## src/rtl/fifo_burst_reader.sv

```systemverilog
// fifo_burst_reader: pulls a burst of words from an upstream FIFO into a
// 2-entry output buffer, forwards them downstream with valid/ready and keeps
// a running modulo-2^32 sum of the words handed out.
module fifo_burst_reader (
  input  logic        i_clk,
  input  logic        i_reset,
  input  logic        i_start,
  input  logic [3:0]  i_len,
  input  logic        i_abort,
  input  logic [3:0]  i_fifo_data_count,
  input  logic [31:0] i_fifo_dout,
  output logic        o_fifo_rd_en,
  output logic [31:0] o_out_data,
  output logic        o_out_valid,
  input  logic        i_out_ready,
  output logic        o_busy,
  output logic        o_done,
  output logic [31:0] o_sum,
  output logic [3:0]  o_words_left
);

  typedef enum logic [1:0] {
    ST_IDLE  = 2'd0,
    ST_RUN   = 2'd1,
    ST_FLUSH = 2'd2,
    ST_DONE  = 2'd3
  } state_t;

  state_t      r_state;
  state_t      w_state_nxt;
  logic [3:0]  r_words_left;
  logic [31:0] r_sum;
  logic [31:0] r_buf0;
  logic [31:0] r_buf1;
  logic [1:0]  r_cnt;
  logic        r_inflight;

  logic        w_active;
  logic        w_xfer;
  logic        w_cap;
  logic [2:0]  w_occ;
  logic        w_pop;
  logic [1:0]  w_slot;
  logic [1:0]  w_cnt_nxt;
  logic [31:0] w_buf0_nxt;
  logic [31:0] w_buf1_nxt;

  // Handshake, capture and pop decisions for the current cycle.
  always_comb begin
    w_active = 1'b0;
    w_xfer   = 1'b0;
    w_cap    = 1'b0;
    w_occ    = 3'd0;
    w_pop    = 1'b0;
    if ((r_state == ST_RUN) || (r_state == ST_FLUSH)) begin
      w_active = 1'b1;
    end else begin
      w_active = 1'b0;
    end
    // The buffer is only ever non-empty while active, so valid is just occupancy.
    w_xfer = (r_cnt != 2'd0) && i_out_ready;
    w_cap  = w_active && r_inflight && !i_abort;
    // A word leaving this cycle frees its slot, which lets pops run back to
    // back while downstream keeps up; occupancy after the edge never exceeds 2.
    w_occ  = {1'b0, r_cnt} + {2'b00, r_inflight} - {2'b00, w_xfer};
    w_pop  = (r_state == ST_RUN) && !i_abort && (r_words_left != 4'd0) &&
             (i_fifo_data_count != 4'd0) && (w_occ < 3'd2);
  end

  // Next contents of the ordered 2-entry buffer (shift on transfer, fill tail on capture).
  always_comb begin
    w_buf0_nxt = r_buf0;
    w_buf1_nxt = r_buf1;
    w_slot     = r_cnt - {1'b0, w_xfer};
    w_cnt_nxt  = r_cnt + {1'b0, w_cap} - {1'b0, w_xfer};
    if (w_xfer) begin
      w_buf0_nxt = r_buf1;
    end else begin
      w_buf0_nxt = r_buf0;
    end
    if (w_cap) begin
      if (w_slot == 2'd0) begin
        w_buf0_nxt = i_fifo_dout;
      end else begin
        w_buf1_nxt = i_fifo_dout;
      end
    end else begin
      w_buf1_nxt = r_buf1;
    end
  end

  // Burst sequencing: IDLE -> RUN -> FLUSH -> DONE -> IDLE, abort short-cuts to DONE.
  always_comb begin
    w_state_nxt = r_state;
    case (r_state)
      ST_IDLE: begin
        if (i_start) begin
          if (i_len == 4'd0) begin
            w_state_nxt = ST_DONE;
          end else begin
            w_state_nxt = ST_RUN;
          end
        end else begin
          w_state_nxt = ST_IDLE;
        end
      end
      ST_RUN: begin
        if (i_abort) begin
          w_state_nxt = ST_DONE;
        end else if (w_pop && (r_words_left == 4'd1)) begin
          w_state_nxt = ST_FLUSH;
        end else begin
          w_state_nxt = ST_RUN;
        end
      end
      ST_FLUSH: begin
        if (i_abort) begin
          w_state_nxt = ST_DONE;
        end else if ((r_cnt == 2'd0) && !r_inflight) begin
          w_state_nxt = ST_DONE;
        end else begin
          w_state_nxt = ST_FLUSH;
        end
      end
      ST_DONE: begin
        w_state_nxt = ST_IDLE;
      end
      default: begin
        w_state_nxt = ST_IDLE;
      end
    endcase
  end

  // State, counters, sum and buffer registers with synchronous reset.
  always_ff @(posedge i_clk) begin
    if (i_reset) begin
      r_state      <= ST_IDLE;
      r_words_left <= 4'd0;
      r_sum        <= 32'd0;
      r_buf0       <= 32'd0;
      r_buf1       <= 32'd0;
      r_cnt        <= 2'd0;
      r_inflight   <= 1'b0;
    end else begin
      r_state <= w_state_nxt;
      if ((r_state == ST_IDLE) && i_start) begin
        r_words_left <= i_len;
        r_sum        <= 32'd0;
        r_buf0       <= 32'd0;
        r_buf1       <= 32'd0;
        r_cnt        <= 2'd0;
        r_inflight   <= 1'b0;
      end else if (w_active && i_abort) begin
        // A handshake in the abort cycle still counts; everything pending is dropped.
        if (w_xfer) begin
          r_sum <= r_sum + r_buf0;
        end
        r_buf0     <= 32'd0;
        r_buf1     <= 32'd0;
        r_cnt      <= 2'd0;
        r_inflight <= 1'b0;
      end else begin
        r_inflight <= w_pop;
        if (w_pop) begin
          r_words_left <= r_words_left - 4'd1;
        end
        if (w_xfer) begin
          r_sum <= r_sum + r_buf0;
        end
        r_cnt  <= w_cnt_nxt;
        r_buf0 <= w_buf0_nxt;
        r_buf1 <= w_buf1_nxt;
      end
    end
  end

  assign o_fifo_rd_en = w_pop;
  assign o_out_valid  = (r_cnt != 2'd0);
  assign o_out_data   = r_buf0;
  assign o_busy       = (r_state == ST_RUN) || (r_state == ST_FLUSH);
  assign o_done       = (r_state == ST_DONE);
  assign o_sum        = r_sum;
  assign o_words_left = r_words_left;

endmodule

```

## config.mk

```make
export PLATFORM = sky130hd
export DESIGN_NAME = fifo_burst_reader
export DESIGN_NICKNAME = d
export VERILOG_FILES = /design/src/rtl/fifo_burst_reader.sv
export SDC_FILE = /design/constraint.sdc
export NUM_CORES = 1
export LEC_CHECK = 0
export BUFFER_PORTS_ARGS = -buffer_cell sky130_fd_sc_hd__buf_2
export CORE_MARGIN = 2
export CORE_UTILIZATION = 56
export DETAILED_ROUTE_END_ITERATION = 8
export GPL_ROUTABILITY_DRIVEN = 0
export PLACE_DENSITY = 0.81
export SLEW_MARGIN = 25
export SYNTH_ARGS = -nofsm -noshare
export SYNTH_HDL_FRONTEND = slang
export SYNTH_SLANG_ARGS = --single-unit
```

## constraint.sdc

```tcl
create_clock -name i_clk -period 4.1 [get_ports i_clk]
set_clock_uncertainty 0.05 [all_clocks]
set_input_delay 0 -clock i_clk [delete_from_list [all_inputs] [get_ports i_clk]]
set_output_delay 0 -clock i_clk [all_outputs]
set_load 0.02 [all_outputs]
```

# Yosys cells after proc, flatten, opt, wreduce, memory -nomap -nowiden
# Cells that the tools add are included.
# classes
n_reduce_logical	26
n_addsub	7
n_lt_le_gt_ge	1
n_eq_ne	5
mux	14
n_bitwise	1
# op_table
cell	count
$mux 32	3
$add 32x32->32	1
$mux 4	3
$logic_and 1x1->1	11
$mux 2	4
$pmux 2 s4	1
$reduce_bool 4->1	2
$logic_not 2->1	3
$eq 2x2->1 const B	2
$eq 4x1->1 const B	1
$logic_not 4->1	1
$reduce_and 2->1	2
$reduce_bool 2->1	2
$sub 2x1->2	2
$sub 4x1->4 const B	1
$add 2x1->3	1
$lt 3x2->1 const B	1
$mux 1	3
$reduce_or 3->1	1
$sub 3x1->3	1
$add 2x1->2	1
$eq 2x1->1 const B	1
$logic_not 1->1	2
$ne 2x2->1 const B	1
3 further kinds	3
# word_totals
wordCells	61
inputBits	45
regBits	105

# Longest topological paths before layout
# Gate-level depths: netlist (run 1).
# logic_depth
ltp_word	9
mapped_depth	15
mapped_depth_nobuf	12

# Least setup slack after synthesis (run 1)
# No wires, ideal clock.
# synth_timing
path_kind	register -> register
startpoint	register r_cnt[1]
endpoint	register r_state[0]
path_slack_ns	0.535
stages_incl_launch_ff	15
t_arrival_ns	3.392
t_required_ns	3.926
path_buffers	3
synth_period_minus_slack_ns	3.565
path_cell_list	dfxtp_1 or2_2 clkbuf_1 nand2_1 clkbuf_1 clkbuf_1 nor2_1 fa_1 nand3b_1 a211oi_2 and3_1 nand2b_1 a21oi_1 a21oi_1 nor2_1
# synth_via
elab_chain_len	9
elab_cells_between_ends	14
classes_between	add/sub: 2; order compare: 1; mux: 5; reduce/logical: 6
# synth_lines
element	line	text
start: declaration	35	logic [1:0] r_cnt;
start signal: assignment	170	r_cnt <= w_cnt_nxt;
$reduce_bool 2->1	--	
named net o_out_valid	14	output logic o_out_valid,
$logic_and 1x1->1	61	w_xfer = (r_cnt != 2'd0) && i_out_ready;
$sub 3x1->3	65	w_occ = {1'b0, r_cnt} + {2'b00, r_inflight} - {2'b00, w_xfer};
$lt 3x2->1	67	(i_fifo_data_count != 4'd0) && (w_occ < 3'd2);
$logic_and 1x1->1	67	
named net o_fifo_rd_en	12	output logic o_fifo_rd_en,
$logic_and 1x1->1	110	end else if (w_pop && (r_words_left == 4'd1)) begin
$mux 2	110	
$mux 2	108	if (i_abort) begin
$pmux 2 s4	95	case (r_state)
end signal: assignment	145	r_state <= w_state_nxt;
end: declaration	29	state_t r_state;
# The timed path passes the listed nets, and every way through them passes these cells.
# A chain may end at the register's enable or synchronous reset.

# Worst setup path after layout (run 1)
# layout_timing
startpoint	register r_cnt[1]
endpoint	register r_words_left[1] (netlist: o_words_left[1])
# layout_via
elab_chain_len	7
elab_cells_between_ends	8
classes_between	add/sub: 2; order compare: 1; reduce/logical: 5
# layout_lines
element	line	text
parallel branches: the longest is 2 deep, another holds $add 2x1->3	--	
$sub 3x1->3 (*)	65	
$lt 3x2->1 (*)	67	
$logic_and 1x1->1 (*)	67	
$reduce_bool 2->1 (no source line) (*)	--	
$reduce_and 2->1 (no source line) (*)	--	
end signal: assignment	147	r_words_left <= i_len;
end signal: assignment	165	r_words_left <= r_words_left - 4'd1;
end: declaration	31	logic [3:0] r_words_left;
# Mark *: on every way between the ends.

==> reports/qor.yml, run 1 <==
timing:
  tns_ps: 0
  fmax_mhz: 321
  setup_slack_ps: 986
  hold_slack_ps: 151
  setup_violations: 0
  slew_headroom: 0.458
  rsz0062_at_grt: "no"
  period_needed_ps: 3110
  maxSlewViolCount: 0
  finalHoldViolations: 0
  tightest_slew_ps: 814
  finalCritPeriodShare: 0.759
pwr:
  clkPwrFrac: 0.361
  swShare: 0.248
  seqPwrFrac: 0.539
  p_switching_uw: 479
  leakagePower_uw: 0.00333
  power.density_nw_per_um2: 266
  max-vdd-ir-drop_mv: 0.340
  power_frac_comb: 0.100
  internal_power_uw: 1450
layout:
  drive_above_1_share: 0.166
  fin_area_sq_um: 7250
  n_antenna_cell: 0
  final_nets: 1014
  syn2layout_area_growth_pct: 21.2
  fin_util: 0.699
route:
  routed_wl_um: 17400
  drt_first_pass_iters: 5
  via_count: 6216
  drcViolationCount: 0
  drt_iter0_drc: 490
  vias_per_cell: 5.82
  wl_per_cell_um: 16.3
  ant_nets: 0
logic_synthesis:
  ys_types: 55
  avgSynthCellArea_sq_um: 7.52
  synth-edff-count: 0
  synth_top_area_share: 0.351
  synth_common_cells: "nand2_1, dfxtp_1, a21oi_1"
  ys_seq_area_frac: 0.351
  ys_warn_count: 0
  synth.area.top_cells: "dfxtp_1, nand2_1, ha_1"
  synth_nets: 882
  syn_inst: 796
  synthFlopType: "dfxtp_1"
  synth_most_common_cell: "nand2_1"
  synthArstFlopShare: 0
  yosysTopAreaCell: "dfxtp_1"
  syn-cell-area_sq_um: 5980
  ys_ff_latch: 105
clocking:
  htree_levels: 3
  cts_max_path_buffers: 2
  cts_inserted_buffers: 9
  post_cts_resized: 0
  insertion_delay_ps: 390
  postCtsSetupRepairBufs: 0
  cts_tree: "done"
  clk_root_buffer_cell: "clkbuf_8"
  clkTransAtPathRegs_ps: 100
  cts_num_sinks: 105
hold_path:
  min-delay-path-class: "primary input to register"
setup_path:
  crit_end: "o_words_left[1]$_SDFFE_PP0P_"
  crit_slowest_cell: "dlygate4sd3_1"
  rr_startpoint: "r_cnt[1]$_SDFF_PP0_"
  startpoint: "r_cnt[1]$_SDFF_PP0_"
  worstPathArrival_ps: 3340
  ff2ff_path_depth: 11
  cp.buffers_inverters: 1
  cp-end-kind: "register"
  crit_cells: 11
  crit_type: "register to register"
  ff2ff_setup_slack_ps: 990
  cp_top_family: "compound AO/OA/AOI/OAI gates"
  critPathRequiredTime_ps: 4330
  worstPathCellList: "or2_2 > nand2_2 > nor2_1 > fa_1 > xnor2_1 > o41ai_1 > a211oi_2 > nand2_1 > o211ai_1 > a21oi_1 > dlygate4sd3_1"
  max_stage_delay_ps: 550
  cp-start-kind: "register"
  r2r-end: "o_words_left[1]$_SDFFE_PP0P_"
  crit_fanout: 8
die:
  die_y_um: 107
  dieWidth_um: 107
  row_count: 37
  start_util: 0.577
  coreArea_sq_um: 10400
  dieArea_sq_um: 11500
  io_pins: 117
global_routing:
  grt_overflow: 0
  grt_pass1_vias: 5840
  grt.total_usage: 0.300
  grt_max_degree: 65
  antenna_found_initial: 0
  grt_pass1_wl_um: 27700
place:
  dp_slack_ps: 1360
  portBuffers: 116
  place_area_sq_um: 6640
  hpwl_um: 12100
outcome:
  status: "finished clean"
run:
  timing.max_cap.violations: 0
## per-stage QoR
stage	instances	total power, uW
5_1_grt	1068	1990
3_3_place_gp	1013	1210
2_1_floorplan	796	1160
6_report	1068	1930
4_1_cts	1068	1940
3_5_place_dp	1013	1220
## power groups by stage
stage | Combinational [uW] | Clock [uW] | Sequential, uW
floorplan | 87.8 | 0 | 1070
global placement | 153 | 0 | 1060
detailed placement | 158 | 0 | 1060
CTS | 188 | 709 | 1040
global route | 209 | 743 | 1040
finish | 193 | 697 | 1040
## how the worst min path moves through the flow
stage,from,endpoint,cells past startpoint
after global routing,i_out_ready,o_sum[31]$_SDFFE_PP0P_,4
after floorplan,i_fifo_dout[0],r_buf1[0]$_SDFFE_PP0P_,2
after global placement,i_fifo_dout[31],r_buf1[31]$_SDFFE_PP0P_,3
final,i_out_ready,o_sum[31]$_SDFFE_PP0P_,4
after detailed placement,i_fifo_dout[4],r_buf1[4]$_SDFFE_PP0P_,3
after CTS,i_out_ready,o_sum[31]$_SDFFE_PP0P_,4
## per-layer routing
| layer | track usage | vias to the layer above | part of all wire |
|---|---|---|---|
| met4 | 0.0998 | 0 | 0.027 |
| met2 | 0.496 | 259 | 0.47 |
| met1 | 0.381 | 2901 | 0.42 |
| met3 | 0.0799 | 45 | 0.081 |
| met5 | 0 | - | 0 |
| li1 | - | 3011 | - |
## logic make-up (layout without fill, tap and decap cells)
logic type      count (synthesis)  in the layout  synth area share
compound gates                210            210             0.225
xor+xnor                       25             25            0.0366
fa+ha+maj                      41             41            0.0883
buf+inv                        52            188            0.0326
flops                         105            105             0.351
mux                             3              3           0.00502
simple gates                  360            360             0.261
## worst reg2reg max path, stage by stage, from the launching register on
cell	delay, ps
dfxtp_1	390
or2_2	370
nand2_2	90
nor2_1	60
fa_1	410
xnor2_1	200
o41ai_1	140
a211oi_2	450
nand2_1	110
o211ai_1	100
a21oi_1	90
dlygate4sd3_1	550
## state kept, by name (all words and copies together) (netlist names)
name	flops
o_words_left	4
r_buf1	32
o_out_data	32
r_cnt	2
o_sum	32
r_state	2
r_inflight	1
## timing repair
item / in CTS / in global routing
endpoints found under the setup margin: 0 / 0
hold buffers: 40 / 0
endpoints found under the hold margin: 71 / 0
## layout make-up
| class | instances | area (sq um) |
|---|---|---|
| clock buffers | 11 | 131 |
| inverters | 11 | 41.3 |
| clock inverters | 4 | 76.3 |
| flip-flops and latches | 105 | 2100 |
| well taps | 136 | 170 |
| repair buffers | 162 | 1030 |
| fillers | 855 | 3120 |
| multi-input cells | 639 | 3700 |
## placed cells by master (no fill, tap or decap), drive strengths merged, types with 2 or more instances in the layout
| cell | Yosys | layout |
|---|---|---|
| nand2 | 205 | 205 |
| buf | 3 | 122 |
| dfxtp | 105 | 105 |
| a21oi | 82 | 82 |
| nor2 | 63 | 63 |
| o21ai | 51 | 51 |
| dlygate4sd3 | 0 | 40 |
| ha | 39 | 39 |
| nand3 | 36 | 36 |
| a21o | 19 | 19 |
| a211oi | 15 | 15 |
| xor2 | 14 | 14 |
| inv | 11 | 12 |
| xnor2 | 11 | 11 |
| clkbuf | 38 | 11 |
| nor3 | 9 | 9 |
| o211ai | 8 | 8 |
| o21a | 7 | 7 |
| nand2b | 7 | 7 |
| and3 | 6 | 6 |
| o21bai | 6 | 6 |
| a31oi | 6 | 6 |
| and2 | 6 | 6 |
| nand3b | 4 | 4 |
| nand4 | 4 | 4 |
| nor2b | 4 | 4 |
| or2 | 4 | 4 |
| or3 | 3 | 3 |
| mux2i | 3 | 3 |
| o31ai | 3 | 3 |
| o41ai | 3 | 3 |
| a311oi | 2 | 2 |
| nor3b | 2 | 2 |
| or4 | 2 | 2 |
| fa | 2 | 2 |
| bufinv | 0 | 2 |
Note: power is estimated with default switching activity, not from simulation.
==> run 2: changes to the inputs <==
clock period = 2.9 ns   (was 4.1 ns; I/O delays follow)
==> reports/qor.yml, run 2 (synthesis results as in run 1) <==
outcome:
  status: "finished clean"
route:
  drt_first_pass_iters: 6
  drt_iter0_drc: 524
  routed_wl_um: 17400
  wl_per_cell_um: 16.2
  drcViolationCount: 0
  ant_nets: 0
  vias_per_cell: 5.81
  via_count: 6243
timing:
  tightest_slew_ps: 751
  tns_ps: 0
  finalCritPeriodShare: 0.943
  slew_headroom: 0.499
  fmax_mhz: 366
  finalHoldViolations: 0
  setup_slack_ps: 167
  setup_violations: 0
  period_needed_ps: 2730
  rsz0062_at_grt: "no"
  maxSlewViolCount: 0
die:
  row_count: 37
  io_pins: 117
  coreArea_sq_um: 10400
  start_util: 0.577
  die_y_um: 107
  dieArea_sq_um: 11500
  dieWidth_um: 107
layout:
  final_common_cell: "nand2_1"
  layout_common_cells: "nand2_1, buf_2, dfxtp_1"
  n_fill_cell: 843
  final_nets: 1021
  drive_above_1_share: 0.180
  syn2layout_area_growth_pct: 21.9
  n_antenna_cell: 0
  multi_input_area_sq_um: 3730
  seq_area_sq_um: 2110
setup_path:
  crit_fanout: 6
  r2r-end: "o_sum[28]$_SDFFE_PP0P_"
  critPathRequiredTime_ps: 3170
  worstPathArrival_ps: 3010
  cp-start-kind: "register"
  ff2ff_setup_slack_ps: 170
  ff2ff_path_depth: 10
  rr_startpoint: "o_out_data[0]$_SDFF_PP0_"
  crit_type: "register to register"
  cp-end-kind: "register"
global_routing:
  grt_pass1_vias: 5852
  grt.total_usage: 0.303
  grt_overflow: 0
  grt_max_degree: 61
  grt_pass1_wl_um: 28000
  antenna_found_initial: 0
hold_path:
  worstHoldStart: "i_out_ready"
  whs_path_depth: 4
  min-delay-path-class: "primary input to register"
  hold_end: "o_sum[31]$_SDFFE_PP0P_"
pwr:
  leakagePower_uw: 0.00335
  max-vdd-ir-drop_mv: 0.331
  power.density_nw_per_um2: 355
clocking:
  insertion_delay_ps: 380
  clk_root_buffer_cell: "clkbuf_8"
  post_cts_resized: 0
  postCtsSetupRepairBufs: 0
  cts_hold_buf: 40
  cts_inserted_buffers: 9
  cts_max_path_buffers: 2
  cts_num_sinks: 105
  cts_tree: "done"
  clkTransAtPathRegs_ps: 100
  htree_levels: 3
place:
  hpwl_um: 12100
  dp_slack_ps: 237
  portBuffers: 116
run:
  timing.max_cap.violations: 0
==> run 2: where the power goes <==
| group | switching (uW) | internal, uW |
|---|---|---|
| clock | 508 | 331 |
| combinational | 168 | 114 |
| sequential | 14.6 | 1450 |
==> run 2: per-stage QoR <==
stage	area [sq um]	util	std cells	total power (uW)	hold WS [ps]
after floorplan	6050	-	796	1640	86.0
after global placement	6730	0.649	1020	1730	199
after detailed placement	6730	0.649	1020	1740	206
after CTS	7290	0.703	1075	2580	149
after global routing	7290	0.703	1075	2680	177
final	7290	0.703	1075	2590	146
==> run 2: worst max-delay path by stage <==
stage | cells past startpoint | slack (ps) | from | to
2_1_floorplan | 15 | 10 | r_cnt[1]$_SDFF_PP0_ | r_state[0]$_SDFF_PP0_
3_3_place_gp | 10 | 280 | o_out_data[0]$_SDFF_PP0_ | o_sum[28]$_SDFFE_PP0P_
3_5_place_dp | 10 | 240 | o_out_data[0]$_SDFF_PP0_ | o_sum[28]$_SDFFE_PP0P_
4_1_cts | 10 | 180 | o_out_data[0]$_SDFF_PP0_ | o_sum[28]$_SDFFE_PP0P_
5_1_grt | 10 | 20 | o_out_data[0]$_SDFF_PP0_ | o_sum[28]$_SDFFE_PP0P_
6_report | 10 | 170 | o_out_data[0]$_SDFF_PP0_ | o_sum[28]$_SDFFE_PP0P_
==> run 2: routing by layer <==
layer	share of wire	routed length (um)	vias to the layer above	global-route usage
met4	0.024	411	0	0.114
met5	0	0	-	0
met2	0.47	8250	274	0.508
li1	-	-	3019	-
met1	0.42	7380	2908	0.391
met3	0.080	1390	42	0.0502
==> run 2: area by class of cell <==
cell class / count / area share
clock buffers: 10 / 0.0189
clock inverters: 5 / 0.00412
inverters: 11 / 0.00566
multi-input cells: 639 / 0.511
flip-flops and latches: 105 / 0.289
well taps: 136 / 0.0233
repair buffers: 169 / 0.148
==> run 2: critical path, stage by stage (launching register included) <==
cell and delay [ps]:
dfxtp_1 370, ha_1 220, fa_1 220, a21oi_1 90
nand4b_4 190, a21oi_4 230, o2111ai_4 180, a2111oi_4 430
nor3b_1 110, or4_1 500, nand3_1 80
==> run 3: changes to the inputs <==
CELL_PAD_IN_SITES_DETAIL_PLACEMENT = 1   (was default)
CELL_PAD_IN_SITES_GLOBAL_PLACEMENT = 1   (was default)
CORE_UTILIZATION = 40   (was 56)
PLACE_DENSITY = default   (was 0.81)
PLACE_DENSITY_LB_ADDON = 0.1   (was default)
==> reports/qor.yml, run 3 (synthesis results as in run 1) <==
clocking:
  clk_root_buffer_cell: "clkbuf_16"
  clkTransAtPathRegs_ps: 70
  htree_levels: 3
  insertion_delay_ps: 360
  cts_inserted_buffers: 9
  cts_num_sinks: 105
  cts_max_path_buffers: 2
  cts_tree: "done"
  postCtsSetupRepairBufs: 0
route:
  via_count: 6212
  wl_per_cell_um: 18.2
  drt_iter0_drc: 294
  drcViolationCount: 0
  ant_nets: 0
  routed_wl_um: 20400
  drt_first_pass_iters: 4
  vias_per_cell: 5.53
die:
  dieWidth_um: 126
  io_pins: 117
  die_y_um: 126
  row_count: 44
  coreArea_sq_um: 14600
  start_util: 0.410
  dieArea_sq_um: 15900
global_routing:
  grt.total_usage: 0.260
  antenna_found_initial: 0
  grt_overflow: 0
  grt_pass1_vias: 6476
  grt_max_degree: 61
  grt_pass1_wl_um: 33400
setup_path:
  crit_type: "register to register"
  max_stage_delay_ps: 480
  cp-start-kind: "register"
  critPathRequiredTime_ps: 3150
  cp_top_family: "compound AO/OA/AOI/OAI gates"
  worstPathCellList: "ha_1 > fa_1 > a21oi_1 > nand4b_4 > a21oi_4 > o2111ai_4 > a2111oi_4 > nor3b_1 > or4_1 > nand3_1"
  cp-end-kind: "register"
  crit_fanout: 6
  cp.buffers_inverters: 0
  worstPathArrival_ps: 2950
  crit_slowest_cell: "or4_1"
layout:
  drive_above_1_share: 0.184
  fin_util: 0.515
  syn2layout_area_growth_pct: 25.6
  n_antenna_cell: 0
  final_nets: 1021
  layout_common_cells: "nand2_1, buf_2, dfxtp_1"
  fin_cells: 1124
  fin_area_sq_um: 7510
  final_common_cell: "nand2_1"
timing:
  slew_headroom: 0.482
  hold_slack_ps: 182
  setup_violations: 0
  fmax_mhz: 370
  tns_ps: 0
  maxSlewViolCount: 0
  tightest_slew_ps: 777
  rsz0062_at_grt: "no"
  finalHoldViolations: 0
  period_needed_ps: 2700
  finalCritPeriodShare: 0.933
place:
  place_area_sq_um: 6790
  hpwl_um: 14400
  placed_cells: 1068
  portBuffers: 116
pwr:
  power_frac_comb: 0.095
  power.density_nw_per_um2: 403
  swShare: 0.259
  max-vdd-ir-drop_mv: 0.270
  internal_power_uw: 2240
  seqPwrFrac: 0.485
  leakagePower_uw: 0.00344
  p_switching_uw: 785
  clkPwrFrac: 0.420
outcome:
  status: "finished clean"
hold_path:
  min-delay-path-class: "primary input to register"
run:
  timing.max_cap.violations: 0
run 3: cell types whose count changed in the layout (fill, tap and decap cells not counted), sizes merged:
cell	before	now
clkbuf	10	9
clkinvlp	0	2
inv	13	14
clkinv	3	1
bufinv	0	1
run 3: cell type report:
class                   count  area (sq um)
clock inverters             7          76.3
clock buffers               9           225
flip-flops and latches    105          2110
multi-input cells         639          3760
inverters                  11          41.3
fillers                  1822          7080
well taps                 184           230
repair buffers            169          1080
run 3: path summary, 6_finish.rpt:
check	from	endpoint	slack [ps]	cells past startpoint
max	o_sum[0]$_SDFFE_PP0P_	o_sum[28]$_SDFFE_PP0P_	200	10
min	i_out_ready	o_sum[31]$_SDFFE_PP0P_	180	4
max reg2reg	o_sum[0]$_SDFFE_PP0P_	o_sum[28]$_SDFFE_PP0P_	200	10
min reg2reg	r_buf1[12]$_SDFFE_PP0P_	r_buf1[12]$_SDFFE_PP0P_	410	2
run 3: through the flow:
step	worst slack [ps]	power (uW)
2_1_floorplan	11.3	1640
3_3_place_gp	191	1730
3_5_place_dp	125	1740
4_1_cts	89.2	3060
5_1_grt	23.5	3150
6_report	196	3030
run 3: layer usage:
layer | GRT usage | routed length (um) | part of all wire | up-vias
met5 | 0 | 0 | 0 | -
met4 | 0.0879 | 383 | 0.019 | 0
met3 | 0.0418 | 853 | 0.042 | 25
met2 | 0.443 | 9990 | 0.49 | 125
met1 | 0.336 | 9220 | 0.45 | 3024
li1 | - | - | - | 3038
run 3: what timing repair did:
action	in CTS	in global routing
hold buffers	40	0
gates resized for setup	0	4
setup endpoints to repair	0	4
endpoints found under the hold margin	70	0
run 3: power by group through the flow:
stage	clock network [uW]	logic (uW)	registers, uW
4_1_cts	1310	285	1470
6_report	1270	287	1470
5_1_grt	1370	315	1470
3_5_place_dp	0	243	1500
3_3_place_gp	0	233	1500
2_1_floorplan	0	128	1510
run 3: worst register-to-register path, stage by stage, from the launching register on:
cell,delay (ps)
dfxtp_1,370
ha_1,230
fa_1,240
a21oi_1,110
nand4b_4,200
a21oi_4,220
o2111ai_4,180
a2111oi_4,380
nor3b_1,110
or4_1,480
nand3_1,80
